===== src/rtl/core_debug_ctrl.sv =====
// Run/step/halt controller with PC breakpoint and retired-instruction counter,
// plus a scrollable hex-nibble window over selectable probe channels.
module core_debug_ctrl #(
  parameter int unsigned NUM_CH = 4,
  parameter int unsigned DATA_W = 32,
  parameter int unsigned DIGITS = 6,
  parameter int unsigned PC_W   = 32
) (
  input  logic                          clk,
  input  logic                          rst,
  input  logic [NUM_CH*DATA_W-1:0]      probe_bus,
  input  logic [PC_W-1:0]               pc,
  input  logic [$clog2(NUM_CH+1)-1:0]   ch_sel,
  input  logic                          run_btn,
  input  logic                          step_btn,
  input  logic                          halt_btn,
  input  logic                          scroll_btn,
  input  logic                          bp_en,
  input  logic [PC_W-1:0]               bp_addr,
  output logic                          core_en,
  output logic                          halted,
  output logic                          bp_hit,
  output logic [DATA_W-1:0]             retired,
  output logic [DIGITS*4-1:0]           digits
);

  localparam int unsigned CH_W     = $clog2(NUM_CH + 1);
  localparam int unsigned WIN_BITS = 4 * DIGITS;
  localparam int unsigned NWIN     = (DATA_W + WIN_BITS - 1) / WIN_BITS;
  localparam int unsigned WIN_W    = (NWIN > 1) ? $clog2(NWIN) : 1;
  localparam int unsigned EXT_W    = NWIN * WIN_BITS;

  typedef enum logic [1:0] {ST_HALT, ST_RUN, ST_STEP} state_t;

  state_t              state_q;
  logic                skip_q;
  logic                bp_hit_q;
  logic [DATA_W-1:0]   retired_q;
  logic [3:0]          sync1_q, sync2_q, prev_q, pulse_q;
  logic                run_p, step_p, halt_p, scroll_p;
  logic                match;
  logic [CH_W-1:0]     ch_q;
  logic [WIN_W-1:0]    win_q, win_d;
  logic [DATA_W-1:0]   sel_word;
  logic [EXT_W-1:0]    word_ext;
  logic [DIGITS*4-1:0] digits_q, digits_d;

  // Button order in the vectors: {scroll, halt, step, run}
  always_ff @(posedge clk) begin
    if (rst) begin
      sync1_q <= '0;
      sync2_q <= '0;
      prev_q  <= '0;
      pulse_q <= '0;
    end else begin
      sync1_q <= {scroll_btn, halt_btn, step_btn, run_btn};
      sync2_q <= sync1_q;
      prev_q  <= sync2_q;
      pulse_q <= sync2_q & ~prev_q;
    end
  end

  assign run_p    = pulse_q[0];
  assign step_p   = pulse_q[1];
  assign halt_p   = pulse_q[2];
  assign scroll_p = pulse_q[3];

  // skip lets a run resume from the breakpoint PC without re-matching
  assign match   = bp_en && (pc == bp_addr) && (state_q == ST_RUN) && !skip_q;
  assign core_en = (state_q == ST_STEP) || ((state_q == ST_RUN) && !match);
  assign halted  = (state_q == ST_HALT);
  assign bp_hit  = bp_hit_q;
  assign retired = retired_q;

  always_ff @(posedge clk) begin
    if (rst) begin
      state_q   <= ST_HALT;
      skip_q    <= 1'b0;
      bp_hit_q  <= 1'b0;
      retired_q <= '0;
    end else begin
      if (core_en) retired_q <= retired_q + DATA_W'(1);
      if (run_p || step_p) bp_hit_q <= 1'b0;
      case (state_q)
        ST_HALT: begin
          if (!halt_p) begin
            if (step_p) begin
              state_q <= ST_STEP;
            end else if (run_p) begin
              state_q <= ST_RUN;
              skip_q  <= 1'b1;
            end
          end
        end
        ST_STEP: state_q <= ST_HALT;
        ST_RUN: begin
          skip_q <= 1'b0;
          if (halt_p) begin
            state_q <= ST_HALT;
          end else if (match) begin
            state_q  <= ST_HALT;
            bp_hit_q <= 1'b1;
          end
        end
        default: state_q <= ST_HALT;
      endcase
    end
  end

  always_comb begin
    sel_word = '0;
    for (int i = 0; i < int'(NUM_CH); i++) begin
      if (ch_sel == CH_W'(i)) sel_word = probe_bus[i*DATA_W +: DATA_W];
    end
    if (ch_sel == CH_W'(NUM_CH)) sel_word = retired_q;
  end

  // Channel change resets the window and overrides a concurrent scroll
  always_comb begin
    win_d = win_q;
    if (ch_sel != ch_q) begin
      win_d = '0;
    end else if (scroll_p) begin
      win_d = (win_q == WIN_W'(NWIN - 1)) ? '0 : win_q + WIN_W'(1);
    end
  end

  // Zero-extended word makes nibbles beyond DATA_W read as 0
  assign word_ext = EXT_W'(sel_word);

  always_comb begin
    digits_d = '0;
    for (int d = 0; d < int'(DIGITS); d++) begin
      digits_d[d*4 +: 4] = word_ext[(int'(win_q) * int'(DIGITS) + d) * 4 +: 4];
    end
  end

  always_ff @(posedge clk) begin
    if (rst) begin
      ch_q     <= '0;
      win_q    <= '0;
      digits_q <= '0;
    end else begin
      ch_q     <= ch_sel;
      win_q    <= win_d;
      digits_q <= digits_d;
    end
  end

  assign digits = digits_q;

endmodule


===== config.mk =====
export PLATFORM = sky130hd
export DESIGN_NAME = core_debug_ctrl
export DESIGN_NICKNAME = d
export VERILOG_FILES = /design/src/rtl/core_debug_ctrl.sv
export SDC_FILE = /design/constraint.sdc
export NUM_CORES = 1
export LEC_CHECK = 0
export BUFFER_PORTS_ARGS = -buffer_cell sky130_fd_sc_hd__buf_2
export CAP_MARGIN = 20
export CORE_ASPECT_RATIO = 2
export CORE_MARGIN = 5
export CORE_UTILIZATION = 49
export DETAILED_ROUTE_END_ITERATION = 10
export GPL_TIMING_DRIVEN = 0
export PLACE_DENSITY = 0.87
export SYNTH_ARGS = -nofsm -noshare
export SYNTH_HDL_FRONTEND = slang
export SYNTH_SLANG_ARGS = --single-unit

===== constraint.sdc =====
create_clock -name clk -period 2.8 [get_ports clk]
set_input_delay 0.14 -clock clk [delete_from_list [all_inputs] [get_ports clk]]
set_output_delay 0.14 -clock clk [all_outputs]
set_load 0.02 [all_outputs]

==> results of run 1 <==
[routing by layer]
layer | global-route usage (%) | share of wire, % | up-vias
met5 | 0 | 0 | -
met4 | 20.57 | 6.6 | 0
met2 | 51.88 | 51 | 414
met1 | 28.68 | 32 | 2488
met3 | 7.739 | 10 | 91
li1 | - | - | 2499
[synthesized netlist by cell type, drive strengths merged, types with 3 or more instances]
master	number
nor4	6
mux2	7
and4	3
o22ai	6
nor2	48
o31ai	11
o21ai	18
or2	3
nand3	16
clkbuf	19
nor2b	23
buf	16
dfxtp	80
nor3	19
mux4	20
a22oi	16
a221oi	7
or4	11
nand4	23
inv	7
mux2i	20
a21oi	43
xnor2	34
or3	15
nand2	20
and3	6
a211o	3
[stage by stage]
| step | hold slack (ns) | cells | power [uW] |
|---|---|---|---|
| 6_report | 0.005869 | 901 | 2965 |
| 5_1_grt | 0.03464 | 901 | 3075 |
| 4_1_cts | 0.008257 | 901 | 2967 |
| 3_5_place_dp | 0.3643 | 885 | 1715 |
| 3_3_place_gp | 0.3504 | 885 | 1695 |
| 2_1_floorplan | 0.2682 | 523 | 1483 |
[critical path, delay by kind of cell, from the launching register on]
kind,cells,cell delay (ns)
compound gates,1,0.16
flops,1,0.35
buf+inv,1,0.16
simple gates,4,1.22
[cell families after synthesis]
kind of cell | share of synthesized area [%]
flops | 33.89
fa+ha+maj | 0.2647
mux | 15.44
xor+xnor | 6.672
compound gates | 15.22
buf+inv | 3.945
simple gates | 24.57
[path summary, 6_finish.rpt]
| check | cells past startpoint | start | to | slack, ns |
|---|---|---|---|---|
| worst max-delay path | 6 | state_q[1] | core_en | 0.42 |
| worst min-delay path | 2 | halt_btn | sync1_q[2] | 0.006 |
| worst max register to register | 6 | retired[17] | retired[31] | 0.53 |
| worst min register to register | 1 | prev_q[3] | pulse_q[3] | 0.38 |
[layout by cell type, fill, tap and decap left out, types with 2 or more instances in the layout]
cell and n:
sky130_fd_sc_hd__buf_2 263, sky130_fd_sc_hd__dfxtp_1 80, sky130_fd_sc_hd__nor2_1 47, sky130_fd_sc_hd__a21oi_1 43, sky130_fd_sc_hd__xnor2_1 34, sky130_fd_sc_hd__nor2b_1 22
sky130_fd_sc_hd__nand4_1 21, sky130_fd_sc_hd__nand2_1 20, sky130_fd_sc_hd__mux2i_1 20, sky130_fd_sc_hd__mux4_2 20, sky130_fd_sc_hd__clkbuf_1 19, sky130_fd_sc_hd__o21ai_0 18
sky130_fd_sc_hd__nor3_1 17, sky130_fd_sc_hd__a22oi_1 16, sky130_fd_sc_hd__nand3_1 15, sky130_fd_sc_hd__or3_1 14, sky130_fd_sc_hd__o31ai_1 11, sky130_fd_sc_hd__or4_1 11
sky130_fd_sc_hd__clkbuf_16 9, sky130_fd_sc_hd__inv_1 7, sky130_fd_sc_hd__a221oi_1 7, sky130_fd_sc_hd__buf_1 6, sky130_fd_sc_hd__o22ai_1 6, sky130_fd_sc_hd__buf_4 5
sky130_fd_sc_hd__nor4_1 5, sky130_fd_sc_hd__and3_1 5, sky130_fd_sc_hd__mux2_2 4, sky130_fd_sc_hd__mux2_1 3, sky130_fd_sc_hd__a211o_1 3, sky130_fd_sc_hd__a31oi_1 2
sky130_fd_sc_hd__or2_2 2, sky130_fd_sc_hd__nand4_4 2, sky130_fd_sc_hd__and4_1 2, sky130_fd_sc_hd__nor3b_1 2, sky130_fd_sc_hd__xor2_1 2, sky130_fd_sc_hd__o21bai_1 2
sky130_fd_sc_hd__clkinv_2 2, sky130_fd_sc_hd__bufinv_16 2
[sequential cells by signal, summed over array words and instances (netlist names)]
name / flops
win_q: 1
sync2_q: 4
bp_hit: 1
state_q: 2
skip_q: 1
digits: 24
sync1_q: 4
pulse_q: 4
ch_q: 3
prev_q: 4
retired: 32
[power by group]
group | internal, uW | switching (uW)
Clock | 782 | 487
Combinational | 257 | 248
Sequential | 1170 | 16.9
[area by class of cell]
| class | count | area share, % |
|---|---|---|
| clock inverters | 7 | 1.470 |
| plain buffers | 35 | 2.418 |
| inverters | 8 | 0.4643 |
| repair buffers | 258 | 19.97 |
| well taps | 104 | 2.012 |
| multi-input cells | 400 | 45.42 |
| clock buffers | 9 | 3.482 |
| flip-flops and latches | 80 | 24.76 |
==> parameters.txt, run 1 <==
Parameter                              Value

Status
  Run status    complete, no violations

Job
  Max-cap violation count    0

Drt
  Remaining number of nets flagged by the antenna check after routing    0
  DRC violations left    0
  Vias after detailed routing    5492
  Iter 0 DRT Violations    398
  Routed Wire Length    17820 um
  Length of the first detailed-routing pass in iterations    5
  Routed vias/inst    6.095
  Wire length per cell after detailed routing    19.78 um

CTS
  Post-CTS setup buffer count    0
  Post-CTS Hold Buffers    0
  TritonCTS clock tree    done
  Number of clock sinks    80
  Clock buffer depth    2
  Cell at the root of the clock tree    sky130_fd_sc_hd__clkbuf_16
  H-tree depth    3
  Worst skew pair latency    0.35 ns
  Post-CTS Resized    0
  Clock buffer count from CTS    9
  Clock slew at the register clock pins of the worst setup and hold paths    0.06 ns

Layout
  Share of the core filled with cells in the final layout    68.92%
  Number of nets in the layout    995
  Share of layout cells above drive strength 1    40.65%
  Number of filler cells placed in the layout    741
  Area occupied by registers    0.001602 mm^2
  Multi-input combinational cell area    0.002938 mm^2
  Post-route standard cell area excluding fillers    0.006467 mm^2
  Synth-to-layout area growth    36.85%
  Number of diodes    0

Yosys
  Async set-or-reset flop fraction in the synthesized netlist    0%
  Number of register bits inferred by synthesis    80
  Portion of synthesized cell area occupied by the leading cell type    33.89%
  Library cells used by synthesis    60
  Yosys warns    0
  Cells after synthesis    523
  Sequential-to-total area share from yosys stat    33.89%
  Number of enable flip-flop cells after synthesis    0
  Synthesized cell area    0.004726 mm^2
  Library cell with the largest summed area after synthesis    sky130_fd_sc_hd__dfxtp_1
  Flip-flop cell with the highest count after synthesis    sky130_fd_sc_hd__dfxtp_1
  Number of nets produced by synthesis    726
  Leading post-synthesis cells by cell area    sky130_fd_sc_hd__dfxtp_1, sky130_fd_sc_hd__mux4_2, sky130_fd_sc_hd__xnor2_1, sky130_fd_sc_hd__a21oi_1, sky130_fd_sc_hd__mux2i_1
  Syn avg cell area    9.036 um^2

Worst setup path
  Largest stage delay, worst path    0.42 ns
  Cells traversed along the worst timing path    nor4bb_2 -> nand2_1 -> nor4_2 -> a31oi_1 -> or2_2 -> buf_2
  Maximum fanout along the worst path    6
  Cell at the slowest stage of the critical path    sky130_fd_sc_hd__nor4_2
  Worst endpoint required time    2.66 ns
  Data arrival at the endpoint of the critical path    2.24 ns
  Worst Setup Path Type    flop to output pin
  Sort of element at the end of the critical path    output pin
  Startpoint Class    flop

GRT
  First-pass GRT wire length    27030 um
  GRT overflow    0
  Initial antenna violation count    0
  Vias in the first global route    5622
  Pin count of the biggest net entering global routing    15
  Global routing usage summed across all routing layers    29.30%

STA
  Clock skew after layout    0.005706 ns
  Highest achievable clock rate    420.3 MHz
  Final setup violation count    0
  Final worst setup slack    0.4206 ns
  Period Utilization, post-route    84.98%
  Hold violation total from the final report    0
  Final critical-path required period    2.379 ns
  Final count of pins violating max slew    0
  Max transition margin    56.09%
  Pin slew with the least headroom to its limit    0.6586 ns
  Setup total negative slack    0 ns
  Setup repair after global routing missed its margin    no

Power
  Pwr Density    458.4 mW/mm^2
  Worst-case vdd ir drop    0.0004180 V
  Leak pwr    0.002772 uW

Floorplanning
  Die area    0.01183 mm^2
  Initial Utilization    50.36%
  Chip Width    79.44 um
  Num rows    50
  Number of top-level design ports    261
  Area of the placeable core    0.009384 mm^2
  Die height    148.9 um

Placement
  Post-detail-place hpwl    14290 um
  Buffers on Ports    258
  Pre-CTS setup slack    0.6008 ns
  Last weighted congestion value of the routability-driven placer    0.9610
  Cell area after placement    0.006147 mm^2

Hold path
  Path class of the lowest-slack min-delay path    input pin to flop
Note: power is estimated with default switching activity, not from simulation.
==> run 2, diff against run 1 <==
--- a/config.mk
+++ b/config.mk
@@ -9,10 +9,10 @@
 export CAP_MARGIN = 20
 export CORE_ASPECT_RATIO = 2
 export CORE_MARGIN = 5
-export CORE_UTILIZATION = 49
+export CORE_UTILIZATION = 45
 export DETAILED_ROUTE_END_ITERATION = 10
 export GPL_TIMING_DRIVEN = 0
-export PLACE_DENSITY = 0.87
+export PLACE_DENSITY = 0.81
 export SYNTH_ARGS = -nofsm -noshare
 export SYNTH_HDL_FRONTEND = slang
 export SYNTH_SLANG_ARGS = --single-unit
==> constraint.sdc (replaced) <==
create_clock -name clk -period 2.2 [get_ports clk]
set_input_delay 0.11 -clock clk [delete_from_list [all_inputs] [get_ports clk]]
set_output_delay 0.11 -clock clk [all_outputs]
set_load 0.02 [all_outputs]
==> parameters.txt, run 2 (synthesis results as in run 1) <==
Parameter                              Value

Drt
  Vias after detailed routing    5408
  Iter 0 DRT Violations    274
  DRC violations left    0
  Wire length per cell after detailed routing    18.71 um
  Routed vias/inst    5.753
  Length of the first detailed-routing pass in iterations    5
  Remaining number of nets flagged by the antenna check after routing    0
  Routed Wire Length    17590 um

STA
  Highest achievable clock rate    477.6 MHz
  Period Utilization, post-route    95.17%
  Final count of pins violating max slew    0
  Final worst setup slack    0.1062 ns
  Clock skew after layout    0.004577 ns
  Hold violation total from the final report    0
  Final setup violation count    0
  Max transition margin    55.70%
  Pin slew with the least headroom to its limit    0.6645 ns
  Final critical-path required period    2.094 ns
  Setup total negative slack    0 ns

CTS
  Clock slew at the register clock pins of the worst setup and hold paths    0.06 ns
  H-tree depth    3
  Clock buffer count from CTS    9
  Number of clock sinks    80
  Cell at the root of the clock tree    sky130_fd_sc_hd__clkbuf_16
  Clock buffer depth    2
  Worst skew pair latency    0.34 ns
  TritonCTS clock tree    done

Layout
  Number of diodes    0
  Share of layout cells above drive strength 1    41.72%
  Number of flip-flops under the largest register name    32
  Number of nets in the layout    1001
  Most frequent cells in the layout    sky130_fd_sc_hd__buf_2, sky130_fd_sc_hd__dfxtp_1, sky130_fd_sc_hd__nor2_1
  Most frequent standard cell in the layout excluding fill and tap cells    sky130_fd_sc_hd__buf_2
  Synth-to-layout area growth    39.87%
  Number of filler cells placed in the layout    921

GRT
  Vias in the first global route    5677
  Initial antenna violation count    0
  Pin count of the biggest net entering global routing    16
  First-pass GRT wire length    26620 um
  GRT overflow    0
  Global routing usage summed across all routing layers    26.94%

Floorplanning
  Chip Width    82.46 um
  Die area    0.01278 mm^2
  Number of top-level design ports    261
  Num rows    53
  Initial Utilization    45.39%
  Area of the placeable core    0.01041 mm^2
  Die height    154.9 um

Placement
  Post-detail-place hpwl    14310 um
  Buffers on Ports    258
  Last weighted congestion value of the routability-driven placer    0.9352
  Pre-CTS setup slack    -0.08800 ns

Worst setup path
  Capture point of the worst reg-to-reg path    retired[24]
  Cell at the slowest stage of the critical path    sky130_fd_sc_hd__or3_1
  Worst Setup Path Type    flop to flop
  Count of buffer and inverter cells on the critical path    2
  Cells traversed along the worst timing path    buf_4 -> nor2b_2 -> o21a_2 -> nand2_1 -> a31o_4 -> buf_4 -> or3_1 -> a21oi_1
  Cell with the most instances on the worst path    sky130_fd_sc_hd__buf_4
  Data arrival at the endpoint of the critical path    2.35 ns
  Startpoint Class    flop
  Worst Reg-to-Reg Cells    8
  Largest stage delay, worst path    0.37 ns
  Crit path max-delay family    compound AO/OA/AOI/OAI gates
  Sort of element at the end of the critical path    flop
  Maximum fanout along the worst path    10
  Worst reg-to-reg setup slack    0.11 ns
  Worst endpoint required time    2.46 ns
  Worst R2R Start    state_q[0]

Hold path
  Worst hold endpoint    sync1_q[1]
  Launch point of the worst hold path    step_btn
  Cell count of the worst hold path    2
  Path class of the lowest-slack min-delay path    input pin to flop

Status
  Run status    complete, no violations

Job
  Max-cap violation count    0

Power
  Leak pwr    0.002823 uW
  Pwr Density    558.3 mW/mm^2
  Worst-case vdd ir drop    0.0004035 V
==> run 2: cell types whose count changed in the layout (fill, tap and decap cells not counted), sizes merged <==
cell,change
buf,+3
dlygate4sd3,+3
clkinv,-2
inv,+2
bufinv,-1
clkinvlp,+1
==> run 2: per-layer routing <==
layer	wire length (um)	part of all wire, %	GRT usage, %	vias to the layer above
met5	0	0	0	-
met2	9614	55	49.12	285
met3	1394	7.9	4.925	61
met4	875	5.0	17.12	0
li1	-	-	-	2519
met1	5703	32	26.43	2543
==> run 2: repair_timing <==
item,CTS,global route
pin swaps,2,5
setup buffers,0,3
resized for setup,6,10
endpoints found under the setup margin,2,5
hold buffers,3,0
endpoints found under the hold margin,3,0
==> run 2: area by class of cell <==
type	instances	area (um^2)	area share, %
multi-input cells	400	2993	45.28
flip-flops and latches	80	1609	24.34
repair buffers	264	1346	20.37
clock buffers	9	225.2	3.407
well taps	137	171.4	2.593
plain buffers	35	156.4	2.366
clock inverters	7	78.83	1.193
inverters	8	30.03	0.4543
==> run 2: worst max path at each step <==
| stage | cells past startpoint | end | start | slack, ns |
|---|---|---|---|---|
| 6_report | 8 | retired[24] | state_q[0] | 0.11 |
| 5_1_grt | 8 | retired[24] | state_q[0] | -0.003 |
| 4_1_cts | 5 | retired[25] | retired[7] | 0.04 |
| 3_5_place_dp | 5 | retired[31] | retired[4] | -0.09 |
| 3_3_place_gp | 5 | retired[31] | retired[4] | -0.02 |
| 2_1_floorplan | 6 | retired[31] | retired[11] | 0.28 |
==> run 2: where the power goes <==
group / internal [uW] / total [uW] / switching, uW
clock: 892 / 1530 / 634
combinational: 333 / 651 / 317
sequential: 1490 / 1510 / 21.6
total: 2720 / 3690 / 973
==> run 2: stage by stage <==
step / total power (uW) / hold slack, ns / cells / util (%) / area, um^2
finish: 3691 / 0.006776 / 940 / 63.49 / 6610
global route: 3820 / 0.004309 / 940 / 63.49 / 6610
detailed placement: 2188 / 0.3313 / 918 / 59.44 / 6188
global placement: 2163 / 0.3173 / 918 / 59.44 / 6188
floorplan: 1888 / 0.2382 / 523 / - / 4726
CTS: 3711 / 0.006884 / 937 / 63.00 / 6559
